===== config.mk =====
export PLATFORM = sky130hd
export DESIGN_NAME = stage_if_fetch
export DESIGN_NICKNAME = d
export VERILOG_FILES = /design/src/rtl/cpu_fetch_pkg.sv /design/src/rtl/stage_if_fetch_next_pc.sv /design/src/rtl/stage_if_fetch.sv
export SDC_FILE = /design/constraint.sdc
export NUM_CORES = 1
export LEC_CHECK = 0
export BUFFER_PORTS_ARGS = -buffer_cell sky130_fd_sc_hd__buf_2
export CAP_MARGIN = 20
export CORE_MARGIN = 1.5
export CORE_UTILIZATION = 43
export CTS_CLUSTER_SIZE = 12
export DETAILED_ROUTE_END_ITERATION = 8
export PLACE_DENSITY = 0.69
export SLEW_MARGIN = 10
export SYNTH_ARGS = -nofsm -noshare
export SYNTH_HDL_FRONTEND = slang
export SYNTH_SLANG_ARGS = --single-unit

===== constraint.sdc =====
create_clock -name clock -period 2.8 [get_ports clock]
set_clock_uncertainty 0.1 [all_clocks]
set_input_delay 0.42 -clock clock [delete_from_list [all_inputs] [get_ports clock]]
set_output_delay 0.42 -clock clock [all_outputs]
set_load 0.01 [all_outputs]

===== src/rtl/cpu_fetch_pkg.sv =====
// Shared fetch-stage types and constants.
// FSM encoding, NOP word and default PC parameters.
package cpu_fetch_pkg;

    typedef enum logic [1:0] {
        ST_IDLE,
        ST_READY,
        ST_BUSY
    } fetch_state_t;

    localparam logic [31:0] INSTR_NOP    = 32'h0000_0000;
    localparam logic [31:0] DEF_RESET_PC = 32'h0000_0000;
    localparam int          DEF_PC_STEP  = 4;

endpackage


===== src/rtl/stage_if_fetch_next_pc.sv =====
// Next-PC selection for the fetch stage.
// Macro IF_ALIGN_CHECK_EN keeps redirect targets unmasked.
module fetch_next_pc
    import cpu_fetch_pkg::*;
#(
    parameter int PC_STEP = DEF_PC_STEP
) (
    input  logic [31:0] pc,
    input  logic        branch_enable,
    input  logic [31:0] branch_target,
    input  logic        pending_valid,
    input  logic [31:0] pending_target,
    output logic [31:0] redirect_target,
    output logic [31:0] capture_pc
);

    // Live redirect beats a stored one, which beats sequential flow.
    always_comb begin
        redirect_target = branch_target;
`ifndef IF_ALIGN_CHECK_EN
        redirect_target[1:0] = 2'b00;
`endif
        if (branch_enable)
            capture_pc = redirect_target;
        else if (pending_valid)
            capture_pc = pending_target;
        else
            capture_pc = pc + 32'(PC_STEP);
    end

endmodule


===== src/rtl/stage_if_fetch.sv =====
// Instruction-fetch stage with delay-slot redirect handling.
// Macro IF_ALIGN_CHECK_EN adds if_exception and misaligned-fetch trapping.
module stage_if_fetch
    import cpu_fetch_pkg::*;
#(
    parameter logic [31:0] RESET_PC = DEF_RESET_PC,
    parameter int          PC_STEP  = DEF_PC_STEP
) (
    input  logic        clock,
    input  logic        reset,
    input  logic        stall,
    input  logic        branch_enable,
    input  logic [31:0] branch_target,
    output logic        imem_request,
    output logic [31:0] imem_address,
    input  logic        imem_ready,
    input  logic [31:0] imem_data,
    output logic [31:0] if_register_pc,
    output logic [31:0] if_instruction,
    output logic        if_valid
`ifdef IF_ALIGN_CHECK_EN
    ,
    output logic        if_exception
`endif
);

    fetch_state_t state;
    logic [31:0]  pc;
    logic         pending_valid;
    logic [31:0]  pending_target;
    logic [31:0]  redirect_target;
    logic [31:0]  capture_pc;
    logic         consume;
    logic         space;
    logic         misaligned;
    logic         capture;
    logic         fault;

    fetch_next_pc #(
        .PC_STEP(PC_STEP)
    ) u_next_pc (
        .pc             (pc),
        .branch_enable  (branch_enable),
        .branch_target  (branch_target),
        .pending_valid  (pending_valid),
        .pending_target (pending_target),
        .redirect_target(redirect_target),
        .capture_pc     (capture_pc)
    );

    // Request only when the output register can take the word.
    always_comb begin
        consume = if_valid & ~stall;
        space   = ~if_valid | consume;
`ifdef IF_ALIGN_CHECK_EN
        misaligned = (pc[1:0] != 2'b00);
`else
        misaligned = 1'b0;
`endif
        imem_request = (state == ST_BUSY) ||
                       ((state == ST_READY) && space && !misaligned);
        imem_address = pc;
        capture      = imem_request & imem_ready;
        fault        = (state == ST_READY) && space && misaligned;
    end

    // FSM, PC, pending redirect and IF/ID output register.
    always_ff @(posedge clock) begin
        if (!reset) begin
            state          <= ST_IDLE;
            pc             <= RESET_PC;
            pending_valid  <= 1'b0;
            pending_target <= 32'h0;
            if_register_pc <= 32'h0;
            if_instruction <= 32'h0;
            if_valid       <= 1'b0;
`ifdef IF_ALIGN_CHECK_EN
            if_exception   <= 1'b0;
`endif
        end else begin
            unique case (state)
                ST_IDLE:  state <= ST_READY;
                ST_READY: if (imem_request && !imem_ready) state <= ST_BUSY;
                ST_BUSY:  if (imem_ready) state <= ST_READY;
                default:  state <= ST_IDLE;
            endcase

            if (capture) begin
                if_register_pc <= pc;
                if_instruction <= imem_data;
                if_valid       <= 1'b1;
                pc             <= capture_pc;
                pending_valid  <= 1'b0;
`ifdef IF_ALIGN_CHECK_EN
                if_exception   <= 1'b0;
`endif
            end else if (fault) begin
                if_register_pc <= pc;
                if_instruction <= INSTR_NOP;
                if_valid       <= 1'b1;
`ifdef IF_ALIGN_CHECK_EN
                if_exception   <= 1'b1;
`endif
                if (branch_enable) pc <= redirect_target;
            end else begin
                if (consume) if_valid <= 1'b0;
                if (branch_enable) begin
                    if (imem_request) begin
                        pending_valid  <= 1'b1;
                        pending_target <= redirect_target;
                    end else begin
                        pc <= redirect_target;
                    end
                end
            end
        end
    end

endmodule

==> metrics.log <==
INFO  metric reg2reg_setup_slack = 0.52 ns
INFO  metric mappedNetlistArea = 0.00552 mm^2
INFO  metric hold_path.startpoint = imem_data[8]
INFO  metric fin_area = 0.00710 mm^2
INFO  metric tritoncts.num_buffers = 17
INFO  metric place_congestion = a little under 0.8
INFO  metric timing.hold.worst_endpoint = if_instruction[8]
INFO  metric num-fill-cells = between 1000 and 1500
INFO  metric netlist-cell-type-count = 47
INFO  metric timing.final.crit_period = roughly 2.3 ns
INFO  metric tns = 0 ns
INFO  metric post_drt_via_cell_ratio = 5.15
INFO  metric global_route.usage.total = 0.232
INFO  metric cts.repair_timing.setup_buffer_count = 0
INFO  metric routed_wl_per_cell = about 14 um
INFO  metric timing.final.setup_violations = 0
INFO  metric layoutNonFillerInstCount = 1037
INFO  metric vdd_ir_drop_max = 0.000406 V
INFO  metric crit_slowest_cell = sky130_fd_sc_hd__mux2_2
INFO  metric p_total = approximately 4.7 mW
INFO  metric die-area = 0.0135 mm^2
INFO  metric hpwlAfterDp = 9770 um
INFO  metric synthToLayoutAreaGrowth = 28.6%
INFO  metric layout_common_cells = sky130_fd_sc_hd__nand2_1 (222), sky130_fd_sc_hd__buf_2 (160), sky130_fd_sc_hd__dfxtp_1 (125), sky130_fd_sc_hd__a21oi_1 (79), sky130_fd_sc_hd__a21boi_0 (39)
INFO  metric synth_seq_area_share = 0.457
INFO  metric asyncSetResetFlopFracSynth = 0
INFO  metric status = finished, final reports clean
INFO  metric detail_route.first_pass.iterations = 5
INFO  metric die_h = 116 um
INFO  metric final_stage_net_count = 923
INFO  metric cts_tree = built
INFO  metric core-area = 0.0126 mm^2
INFO  metric reg2reg_to = imem_address[31]
INFO  metric postSynthAreaPerCell = 7.83 um^2
INFO  metric regToRegStartpoint = state[0]
INFO  metric critical_path_class = flip-flop to flip-flop
INFO  metric hold_class = input port to flip-flop
INFO  metric initial_core_util = 0.439
INFO  metric p_per_area = 660 mW/mm^2
INFO  metric post_synth_edffs = 0
INFO  metric ctsHtreeMaxLevel = 4
INFO  metric max_freq = 0.439 GHz
INFO  metric core.rowCount = 41
INFO  metric post-route-util = 0.565
INFO  metric worst_slew_margin_rel = 0.320
INFO  metric grt.overflow.total = 0
INFO  metric cts-hold-fix-buffers = 0
INFO  metric worstSetupStartpointType = flip-flop
INFO  metric remaining_drc_errors = 0
INFO  metric ys.warnings.count = 0
INFO  metric path_max_fanout = 28
INFO  metric timing.critical_path.cells = a21bo_1, mux2_4, clkinv_1, mux2_2, o221ai_1, a211oi_1
INFO  metric final_common_cell = sky130_fd_sc_hd__nand2_1
INFO  metric detail-route-antenna-nets = 0
INFO  metric cts.path.max_buffers = 2
INFO  metric clock-sinks = 126
INFO  metric num_io_pins = approximately 170
INFO  metric layout-drive-gt1-share = 0.256
INFO  metric portBuffers = 160
INFO  metric cp_slowest_stage_delay = 0.57 ns
INFO  metric clk_root_buffer_cell = sky130_fd_sc_hd__clkbuf_16
INFO  metric p_leak = 2.90 nW
INFO  metric final.period_utilization = 0.814
INFO  metric worstPathRequired = 3.03 ns
INFO  metric critPathArrivalTime = 2.51 ns
INFO  metric fp.dieW = 116 um
INFO  metric pin_count_of_the_biggest_net_entering_global_routing = 72
INFO  metric rr_worst_depth = 6
INFO  metric postcts_resize_cnt = 0
INFO  metric post_synthesis_sequential_element_count = 126
INFO  metric grt_first_pass_wirelength = 24400 um
INFO  metric timing_worst_slew_pin_value = 1.02 ns
INFO  metric element_type_at_the_critical_path_end = flip-flop
INFO  metric dpl_cell_area = 0.00651 mm^2
INFO  metric final_hold_vios = 0
INFO  metric report.final.slew_viol_count = 0
INFO  metric rsz0062_at_grt = false
INFO  metric antenna_violations_before_repair = 1
INFO  metric vias_in_the_first_global_route = 4910
INFO  metric hold_depth = 3
INFO  metric dpl.cell_count = between 1000 and 1500
INFO  metric dr.first_iter.drc_count = 393
INFO  metric drt_wl_total = 15000 um
INFO  metric synth_cells = 705
INFO  metric detailroute.via_count = 5338
INFO  metric clk-insertion-delay-late = 0.42 ns
INFO  metric clkSlewWorstSetupHoldPaths = 0.05 ns
INFO  metric synth_top_flop_cell = sky130_fd_sc_hd__dfxtp_1
INFO  metric cap_viol_max_count = 0
[how the worst max path moves through the flow]
stage                       endpoint             from  depth (start not counted)  slack (ns)
detailed placement  imem_address[31]            stall                          7        0.36
global placement    imem_address[26]            stall                          7        0.40
CTS                 imem_address[26]         state[0]                          6        0.49
floorplan           imem_address[30]  imem_address[2]                          7        0.65
global route        imem_address[31]         state[0]                          6        0.30
finish              imem_address[31]         state[0]                          6        0.52
[metal layers]
layer / share of wire / GRT usage / vias up
met5: 0 / 0 / -
met4: 0.020 / 0.0886 / 0
met3: 0.070 / 0.0752 / 25
met2: 0.46 / 0.366 / 199
met1: 0.45 / 0.297 / 2418
li1: - / - / 2696
[kinds of logic (layout without fill, tap and decap cells)]
family	after synthesis	count (layout)	synth area share
simple gates	299	299	0.230
compound gates	186	186	0.210
flops	126	126	0.457
buf+inv	59	215	0.0440
xor+xnor	23	23	0.0365
mux	10	10	0.0197
fa+ha+maj	1	1	0.00227
other cells	1	5	0.000679
[cell type report]
cell class | count | area, um^2 | area share
well taps | 172 | 215 | 0.0303
flip-flops and latches | 126 | 2520 | 0.355
repair buffers | 180 | 988 | 0.139
clock inverters | 6 | 57.6 | 0.00811
multi-input cells | 523 | 2780 | 0.392
inverters | 5 | 18.8 | 0.00264
diodes | 1 | 2.50 | 0.000352
clock buffers | 24 | 512 | 0.0721
[report_power, final]
part	switching [mW]	total (mW)	internal (mW)
sequential	0.112	2.01	1.90
combinational	0.342	0.587	0.245
clock	0.749	2.09	1.34
total	1.20	4.69	3.49
[state kept, by name (all words and copies together) (netlist names)]
name	flops
pending_valid	1
if_valid	1
state	2
imem_address	30
if_instruction	32
if_register_pc	30
pending_target	30
[cell usage after synthesis, drive strengths merged, types with 9 or more instances]
| cell | instances | share of area |
|---|---|---|
| a21boi | 39 | 0.053 |
| a21oi | 79 | 0.072 |
| buf | 9 | 0.010 |
| clkbuf | 45 | 0.031 |
| dfxtp | 126 | 0.46 |
| nand2 | 223 | 0.15 |
| nand2b | 9 | 0.010 |
| nand3 | 16 | 0.015 |
| nand4 | 12 | 0.014 |
| nor2 | 15 | 0.010 |
| o211ai | 12 | 0.016 |
| o21ai | 26 | 0.024 |
| xnor2 | 15 | 0.024 |
[per-stage QoR]
stage	hold slack (ns)	worst slack (ns)
2_1_floorplan	0.331	0.652
3_3_place_gp	0.338	0.404
3_5_place_dp	0.343	0.358
4_1_cts	0.126	0.489
5_1_grt	0.136	0.302
6_report	0.140	0.521
[worst max-delay path, delay by kind of cell, from the launching register on]
kind	cells	cell delay (ns)
compound gates	3	0.67
buf+inv	1	0.16
flops	1	0.36
mux	2	0.89
No activity file was read; power rests on OpenSTA's default activity.
